## config.mk

```make
export PLATFORM = sky130hd
export DESIGN_NAME = fp_divider_seq
export DESIGN_NICKNAME = d
export VERILOG_FILES = /design/src/rtl/fp32_pkg.sv /design/src/rtl/fp_div_step.sv /design/src/rtl/fp_divider_seq.sv
export SDC_FILE = /design/constraint.sdc
export NUM_CORES = 1
export LEC_CHECK = 0
export ABC_CLOCK_PERIOD_IN_PS = 10900
export CAP_MARGIN = 20
export CORE_MARGIN = 2
export CORE_UTILIZATION = 50
export CTS_BUF_LIST = sky130_fd_sc_hd__clkbuf_4
export DETAILED_ROUTE_END_ITERATION = 10
export GPL_TIMING_DRIVEN = 0
export HOLD_SLACK_MARGIN = 0.1
export PLACE_DENSITY_LB_ADDON = 0.25
export SKIP_LAST_GASP = 1
export SLEW_MARGIN = 40
export SYNTH_ARGS = -nofsm -noshare
export SYNTH_HDL_FRONTEND = slang
export SYNTH_SLANG_ARGS = --single-unit
```

## constraint.sdc

```tcl
create_clock -name clk -period 10.9 [get_ports clk]
set_input_delay 1.635 -clock clk [delete_from_list [all_inputs] [get_ports clk]]
set_output_delay 1.635 -clock clk [all_outputs]
set_load 0.005 [all_outputs]
```

## src/rtl/fp32_pkg.sv

```systemverilog
// Shared IEEE-754 single-precision constants, FSM state type and field helpers
// used by the floating-point arithmetic blocks.
package fp32_pkg;

  localparam int         BIAS      = 127;
  localparam logic [7:0] EXP_MAX   = 8'hFF;
  localparam int         DIV_ITERS = 26;

  typedef enum logic [1:0] {
    IDLE = 2'd0,
    DIV  = 2'd1,
    NORM = 2'd2
  } state_t;

  function automatic logic f_sign(input logic [31:0] x);
    return x[31];
  endfunction

  function automatic logic [7:0] f_exp(input logic [31:0] x);
    return x[30:23];
  endfunction

  function automatic logic [22:0] f_mant(input logic [31:0] x);
    return x[22:0];
  endfunction

endpackage

```

## src/rtl/fp_div_step.sv

```systemverilog
// One combinational restoring-division step: trial subtract, keep or restore,
// then shift the partial remainder left for the next quotient bit.
module fp_div_step (
  input  logic [24:0] rem,
  input  logic [23:0] mb,
  output logic [24:0] rem_next,
  output logic        q_bit
);

  logic [24:0] diff;

  always_comb begin
    q_bit    = (rem >= {1'b0, mb});
    diff     = q_bit ? (rem - {1'b0, mb}) : rem;
    // A kept remainder is always below mb < 2^24, so bit 24 is never live.
    rem_next = {diff[23:0], 1'b0};
  end

endmodule

```

## src/rtl/fp_divider_seq.sv

```systemverilog
// Sequential IEEE-754 single-precision divider: 26 restoring iterations, one
// normalise/round cycle, fixed 27-cycle latency for every operand pair.
module fp_divider_seq
  import fp32_pkg::*;
(
  input  logic        clk,
  input  logic        rst,
  input  logic        start,
  input  logic [31:0] a,
  input  logic [31:0] b,
  output logic        busy,
  output logic        done,
  output logic [31:0] result,
  output logic        exception,
  output logic        div_by_zero,
  output logic        overflow,
  output logic        underflow
);

  localparam logic [4:0]        LAST_ITER = 5'(DIV_ITERS - 1);
  localparam logic signed [9:0] BIAS_W    = 10'(BIAS);

  state_t      state, state_nxt;
  logic [4:0]  cnt;
  logic [24:0] rem, rem_nxt;
  logic [25:0] q;
  logic        q_bit;
  logic        sign, exc, a_zero, b_zero;
  logic [7:0]  ea, eb;
  logic [23:0] mb;

  logic signed [9:0] exp_base, exp_pre, exp_fin;
  logic [22:0] mant_pre;
  logic        guard, sticky, ovf, unf;
  logic [23:0] mant_rnd;
  logic [31:0] res_nxt;
  logic [3:0]  flags_nxt;

  function automatic logic [23:0] round_mant(input logic [22:0] m, input logic g,
                                             input logic s);
    return {1'b0, m} + {23'd0, g & s};
  endfunction

  function automatic logic [23:0] flush_mant(input logic [31:0] x);
    return (f_exp(x) == 8'd0) ? 24'd0 : {1'b1, f_mant(x)};
  endfunction

  fp_div_step u_step (
    .rem      (rem),
    .mb       (mb),
    .rem_next (rem_nxt),
    .q_bit    (q_bit)
  );

  always_comb begin
    state_nxt = state;
    case (state)
      IDLE:    if (start) state_nxt = DIV;
      DIV:     if (cnt == LAST_ITER) state_nxt = NORM;
      NORM:    state_nxt = IDLE;
      default: state_nxt = IDLE;
    endcase
  end

  assign busy = (state != IDLE);

  // Normalise and round from the finished quotient; consumed only in NORM.
  always_comb begin
    exp_base = $signed({2'b00, ea}) - $signed({2'b00, eb});
    if (q[25]) begin
      mant_pre = q[24:2];
      guard    = q[1];
      sticky   = q[0] | (|rem);
      exp_pre  = exp_base + BIAS_W;
    end else begin
      mant_pre = q[23:1];
      guard    = q[0];
      sticky   = |rem;
      exp_pre  = exp_base + BIAS_W - 10'sd1;
    end
    mant_rnd = round_mant(mant_pre, guard, sticky);
    // A rounding carry leaves mant_rnd[22:0] all zero, so only exp moves.
    exp_fin  = exp_pre + $signed({9'd0, mant_rnd[23]});
    ovf      = (exp_fin >= 10'sd255);
    unf      = (exp_fin <= 10'sd0);

    res_nxt   = {sign, exp_fin[7:0], mant_rnd[22:0]};
    flags_nxt = 4'b0000;
    if (exc) begin
      res_nxt   = 32'h0;
      flags_nxt = 4'b1000;
    end else if (b_zero) begin
      res_nxt   = {sign, EXP_MAX, 23'h0};
      flags_nxt = 4'b0100;
    end else if (a_zero) begin
      res_nxt   = {sign, 31'h0};
    end else if (ovf) begin
      res_nxt   = {sign, EXP_MAX, 23'h0};
      flags_nxt = 4'b0010;
    end else if (unf) begin
      res_nxt   = {sign, 31'h0};
      flags_nxt = 4'b0001;
    end
  end

  always_ff @(posedge clk) begin
    if (rst) begin
      state       <= IDLE;
      done        <= 1'b0;
      result      <= 32'h0;
      exception   <= 1'b0;
      div_by_zero <= 1'b0;
      overflow    <= 1'b0;
      underflow   <= 1'b0;
    end else begin
      state <= state_nxt;
      done  <= (state == NORM);
      if (state == NORM) begin
        result <= res_nxt;
        {exception, div_by_zero, overflow, underflow} <= flags_nxt;
      end
    end
  end

  // Operand capture and iteration datapath
  always_ff @(posedge clk) begin
    if (state == IDLE && start) begin
      sign   <= f_sign(a) ^ f_sign(b);
      ea     <= f_exp(a);
      eb     <= f_exp(b);
      mb     <= flush_mant(b);
      a_zero <= (f_exp(a) == 8'd0);
      b_zero <= (f_exp(b) == 8'd0);
      exc    <= (f_exp(a) == EXP_MAX) || (f_exp(b) == EXP_MAX);
      rem    <= {1'b0, flush_mant(a)};
      q      <= 26'd0;
      cnt    <= 5'd0;
    end else if (state == DIV) begin
      rem <= rem_nxt;
      q   <= {q[24:0], q_bit};
      cnt <= cnt + 5'd1;
    end
  end

endmodule

```

Word level (Yosys, flattened, before mapping)
Index checks and enable logic that the tools add are counted.

Flip-flop bits (word level): 139. Bits in latches: 0. Memory bits (writable): 0. Bits in read-only memories: 0. Bits of input ports: 67. Output and inout bits: 38. Logic and storage cells: 70. Memories kept: 0.

Add/sub/neg operators: 7. Multiply operators: 0. Div/mod/pow operators: 0. Order comparisons: 3. Eq/ne operators: 7. Shift-type cells: 0. Mux-type cells: 22. Bitwise gates (word level): 3. Reduce and logical (&&, ||, !) cells: 9.

Operators with widths (number): two-way mux 31 bit (4); two-way mux 24 bit (5); two-way mux 32 bit (1); >= comparator 25 x 24 -> 1 bit (1); OR reduction 25 bit (1); adder 23 x 1 -> 24 bit (1); subtractor 24 bit (1); two-way mux 23 bit (1); equality test 8 bit (second input constant) (2); logical NOT 8 bit (2); adder 10 x 2 -> 10 bit (1); adder 9 x 8 -> 10 bit (second input constant) (1); >= comparator 10 x 9 -> 1 bit (second input constant) (1); <= comparator 10 x 1 -> 1 bit (second input constant) (1); two-way mux 10 bit (1); subtractor 10 x 2 -> 10 bit (second input constant) (1); subtractor 8 x 8 -> 9 bit (1); two-way mux 2 bit (4); adder 5 x 1 -> 5 bit (second input constant) (1); equality test 5 bit (second input constant) (1); two-way mux 4 bit (1); inequality test 2 bit (second input constant) (2); case mux 2 bit (2 select lines) (1); nonzero test 2 bit (2); other kinds (11) (13).

Longest topological paths before layout
Depth after elaboration: 12. Mapped depth: 26. Gate-level depth less buffers: 21.

Hierarchy
Synthesis repeated with hierarchy kept, for this count alone.

Cell total of the unflattened synthesis: 1033. Area, all modules: 9352.7 um^2.

By module, submodules not included: fp_divider_seq (times used 1, cells each 782, area each 7452.1 um^2, sequential area each 3463.3 um^2); fp_div_step (times used 1, cells each 251, area each 1900.6 um^2, sequential area each 0.0 um^2).

Worst setup path before layout
No wires, ideal clock.

Path kind: register to register. Start: reg q[25]. End: reg result[10]. Library setup time: 117 ps. Arrival time: 5651 ps. Data required time: 10783 ps. Setup slack: 5132 ps. Cell stages (with the launch flop): 26. Buffers on the path: 5. Clock period less this slack: 5768 ps. Cells stage by stage: dfxtp_1 > buf_2 > clkbuf_1 > clkbuf_1 > clkbuf_1 > a211oi_1 > nand4_1 > nor2_1 > nor2_1 > ha_1 > nand3_1 > nor4_1 > nand4b_1 > a211o_1 > a211oi_1 > nor3b_1 > ha_1 > ha_1 > nand4_1 > mux2_2 > or3_1 > o41ai_2 > a211oi_2 > and4_4 > buf_6 > a22o_1.

Cells in the longest elaborated chain, start to end: 10. Elaborated cells between the ends (all ways): 14. Those cells by class: add/sub (2); order compare (2); mux (9); bitwise (1).

Ends and longest elaborated chain: start: declaration (RTL line fp_divider_seq.sv:26) `logic [25:0] q;`; start signal: assignment (RTL line fp_divider_seq.sv:140) `q <= {q[24:0], q_bit};`; two-way mux 1 bit (RTL line fp_divider_seq.sv:70) `if (q[25]) begin`; bitwise AND 1 bit (RTL line fp_divider_seq.sv:41) `return {1'b0, m} + {23'd0, g & s};`; adder 23 x 1 -> 24 bit (RTL line fp_divider_seq.sv:41); adder 10 x 2 -> 10 bit (RTL line fp_divider_seq.sv:83) `exp_fin = exp_pre + $signed({9'd0, mant_rnd[23]});`; <= comparator 10 x 1 -> 1 bit (RTL line fp_divider_seq.sv:85) `unf = (exp_fin <= 10'sd0);`; two-way mux 31 bit (RTL line fp_divider_seq.sv:100) `end else if (unf) begin`; two-way mux 31 bit (*) (RTL line fp_divider_seq.sv:97) `end else if (ovf) begin`; two-way mux 31 bit (*) (RTL line fp_divider_seq.sv:95) `end else if (a_zero) begin`; two-way mux 31 bit (*) (RTL line fp_divider_seq.sv:92) `end else if (b_zero) begin`; two-way mux 32 bit (*) (RTL line fp_divider_seq.sv:89) `if (exc) begin`; end signal: assignment (RTL line fp_divider_seq.sv:119) `result <= res_nxt;`; end: declaration (RTL line fp_divider_seq.sv:13) `output logic [31:0] result,`.

Mark *: on every way between the ends. The rest lies on a longest branch, timed or not. A chain may end at the register's enable or synchronous reset.

Final worst setup path
Start: reg q[25]. End: reg result[6].

Same word-level chain as after synthesis.

==> out/results.md <==
| Quantity | This run | Unit |
|---|---|---|
| Top achievable clock speed | 137 | MHz |
| Setup crit start kind | flip-flop | - |
| Floorplan Core Area | 16500 | µm² |
| Maximum clock path buffer count | 2 | - |
| Cell internal pwr | 1.01 | mW |
| Outcome | complete, no violations | - |
| Number of buffers added for setup after CTS | 0 | - |
| Starting Density | 50.9 | % |
| Most frequent CP cell | clkbuf_1 | - |
| Post-Place Setup Slack | 3.78 | ns |
| Worst hold-check slack | 0.457 | ns |
| Pin slew with the least headroom to its limit | 0.678 | ns |
| Biggest fanout along the worst timing path | 10 | - |
| Number of buffers inserted by port buffering | 103 | - |
| Clock network fraction of design power | 21.2 | % |
| First-iteration detailed-routing DRC count | 497 | - |
| Top_reg_cell synth | dfxtp_1 | - |
| Category of the critical setup timing path | flip-flop to flip-flop | - |
| Wire length after detailed routing | 19100 | µm |
| Sequential fraction of design power | 40.7 | % |
| Worst hold path type | flip-flop to flip-flop | - |
| Area fraction in and, or, nand and nor cells after synthesis | 19.3 | % |
| Clock latency at the later pin of the worst-skew pair | 0.57 | ns |
| Buffering stage count on the worst path with inverters included | 5 | - |
| Area share of xor/xnor cells in the synthesized design | 6.19 | % |
| Number of distinct library cells after synthesis | 73 | - |
| Number of hold violations in the final report | 0 | - |
| Chip Height | 133 | µm |
| Crit-path slowest cell | nor4_1 | - |
| Required @ worst endpoint | 11.37 | ns |
| Arrival time worst endpoint | 7.76 | ns |
| Detailed-route vias per instance | 5.57 | - |
| Synthesis-to-layout area growth | 19.5 | % |
| Top-Level Pins | 105 | - |
| Largest net degree at the start of global routing | 35 | - |
| Post-synthesis share of cell area spent on full adders, half adders and majority gates | 6.45 | % |
| Clock tree from TritonCTS | yes | - |
| Critical path capture point type | flip-flop | - |
| Peak-usage layer in the global routing report | met2 | - |
| Max stage delay on crit path | 0.63 | ns |
| Width of the chip | 133 | µm |
| Remaining antenna violation count after routing | 0 | - |
| Post-cts resize count | 0 | - |
| HPWL Detailed | 14500 | µm |
| Final cycle utilization of the critical path | 66.9 | % |
| Total nets after synthesis | 1034 | - |
| Synthesis-stage register bit count | 139 | - |
| Wirelength per Cell | 14.9 | µm |
| Fraction of power spent switching nets | 37.2 | % |
| Slew Limit Fails | 0 | - |
| Netlist Area Pre-Place | 8370 | µm² |
| Static leakage power | 3.71 | nW |
| Largest family of logic cells by synthesized area | compound AO/OA/AOI/OAI gates | - |
| Areal power density over the cells | 161 | nW/µm² |
| Number of buffers added to fix hold violations after cts | 0 | - |
| Standard-cell rows | 47 | - |
| Setup TNS | 0 | ns |
| Num Clock Sinks | 139 | - |
| Global placement routability congestion | 0.947 | - |
| Worst-case setup margin in the final layout | 3.61 | ns |
| Root buffer selected by CTS | clkbuf_4 | - |
| Max VDD drop | 0.0836 | mV |
| Share of cell area taken by muxes after synthesis | 2.21 | % |
| Sum of internal, switching and leakage power | 1.61 | mW |
| Routed via count | 7144 | - |
| Final period demand of the worst path | 7.29 | ns |
| Initial antenna violation count | 1 | - |
| Total global-route track usage | 21.9 | % |
| Sequential element share of the synthesized area | 41.4 | % |
| Post-route clock skew | 0.0203 | ns |
| Total DRC errors in the routed layout | 0 | - |
| Setup repair after global routing missed its margin | no | - |
| Remaining max-slew budget at the tightest pin | 54.4 | % |
| Layout cell share with drive strength beyond 1 | 6.03 | % |
| Share of the synthesized area in compound gates (AO/OA/AOI/OAI) | 20.0 | % |
| Synth async-reset ratio | 0 | % |
| Overall die area | 17800 | µm² |
| Final nets | 1157 | - |
| Total of endpoints with negative setup slack in the final report | 0 | - |
| Instance count of the mapped netlist | 925 | - |
| Warning count from the yosys run | 0 | - |
| Top cell family by delay on the critical path | simple AND/OR/NAND/NOR gates | - |
| Number of global-route vias before repair | 6547 | - |
| GR Layer Usage met3 | 4.87 | % |
| H-tree levels | 4 | - |
| Met2 global-route usage | 35.3 | % |
| CTS Buf Count | 17 | - |
| Detailed-router iteration count before antenna repair | 5 | - |
| Relative contribution of combinational cells to total power | 38.1 | % |
| Total gr overflow | 0 | - |
| Syn avg cell area | 9.05 | µm² |
| Max_cap viols | 0 | - |
| Wire length of the first global-routing pass | 31400 | µm |
| EDFF count, synth | 68 | - |
| Net Switching | 0.599 | mW |
| Met1 track demand over resource in global routing | 29.6 | % |
| Clk pin slew, worst setup/hold paths | 0.14 | ns |
## worst paths after layout
check	start	end	slack, ns	cells past startpoint
max	q[25]	result[6]	3.61	25
min	overflow	overflow	0.46	2
max reg2reg	q[25]	result[6]	3.61	25
min reg2reg	overflow	overflow	0.46	2
## power by group through the flow
stage | Clock, mW | Combinational (mW) | Sequential [mW]
finish | 0.341 | 0.614 | 0.657
global route | 0.366 | 0.686 | 0.662
CTS | 0.347 | 0.612 | 0.655
detailed placement | 0 | 0.607 | 0.667
global placement | 0 | 0.597 | 0.668
floorplan | 0 | 0.463 | 0.654
## worst register-to-register path, cell delays in order (launching register included)
cell and delay (ns):
dfxtp_1 0.47, buf_2 0.27, clkbuf_1 0.39, clkbuf_1 0.46
clkbuf_1 0.53, a211oi_1 0.16, nand4_1 0.12, nor2_1 0.05
nor2_1 0.10, ha_1 0.24, nand3_1 0.13, nor4_1 0.63
nand4b_1 0.27, a211o_1 0.35, a211oi_1 0.42, nor3b_1 0.29
ha_1 0.21, nand2_1 0.07, nor2b_1 0.23, xor2_1 0.14
or4_1 0.54, o41ai_2 0.42, a211oi_2 0.17, and4_4 0.22
buf_6 0.14, a22o_1 0.18
## synth_stat cells (all sizes together), types with 18 or more instances
cell type | count | area (µm²)
dfxtp | 71 | 1420
a21oi | 65 | 325
a211oi | 21 | 178
ha | 40 | 500
nor2 | 58 | 218
a22o | 25 | 219
nand3 | 20 | 100
nand2 | 105 | 397
xnor2 | 23 | 209
edfxtp | 68 | 2040
nor3 | 18 | 90.1
clkbuf | 36 | 136
nand4 | 18 | 113
and2 | 27 | 169
o21ai | 62 | 310
xor2 | 30 | 285
inv | 52 | 195
## metal layers
layer | routed length (µm) | part of all wire, %
met4 | 393 | 2.1
met2 | 8760 | 46
met1 | 8950 | 47
met3 | 1000 | 5.3
met5 | 0 | 0
## layout by cell type, fill, tap and decap left out, types with 25 or more instances in the layout
| cell | instances |
|---|---|
| a21oi_1 | 65 |
| a22o_1 | 25 |
| and2_1 | 27 |
| clkbuf_1 | 34 |
| clkdlybuf4s50_1 | 103 |
| dfxtp_1 | 71 |
| edfxtp_1 | 68 |
| ha_1 | 40 |
| inv_1 | 52 |
| nand2_1 | 103 |
| nor2_1 | 58 |
| o21ai_0 | 61 |
| xor2_1 | 27 |
## final cells by class
| type | count | area [µm²] |
|---|---|---|
| Fill cell | 1464 | 6460 |
| Multi-Input combinational cell | 689 | 4550 |
| Sequential cell | 139 | 3460 |
| Timing Repair Buffer | 104 | 1050 |
| Tap cell | 220 | 275 |
| Inverter | 53 | 199 |
| Buffer | 44 | 188 |
| Clock inverter | 14 | 146 |
| Clock buffer | 18 | 135 |
| Antenna cell | 1 | 2.50 |
## registers in the layout, summed over array words and instances (netlist names), 2 cells and up
name    cells
result     32
ea          8
q          26
cnt         5
mb         24
rem        25
state       2
eb          8
## per-stage QoR
| stage | instance area [µm²] | util, % | std cells |
|---|---|---|---|
| 6_report | 10000 | 60.8 | 1282 |
| 5_1_grt | 10000 | 60.8 | 1282 |
| 4_1_cts | 10000 | 60.8 | 1281 |
| 3_5_place_dp | 9720 | 59.1 | 1249 |
| 3_3_place_gp | 9680 | 58.8 | 1248 |
| 2_1_floorplan | 8370 | - | 925 |
## cells by family (layout without fill, tap and decap cells)
logic type,Yosys count,in the layout
AND/OR/NAND/NOR,325,325
AO/OA/AOI/OAI,250,250
flip-flops,139,139
buffers and inverters,97,233
XOR/XNOR,54,54
adder cells (fa/ha/maj),42,42
multiplexers,18,18
other,0,1
No activity file was read; power rests on OpenSTA's default activity.
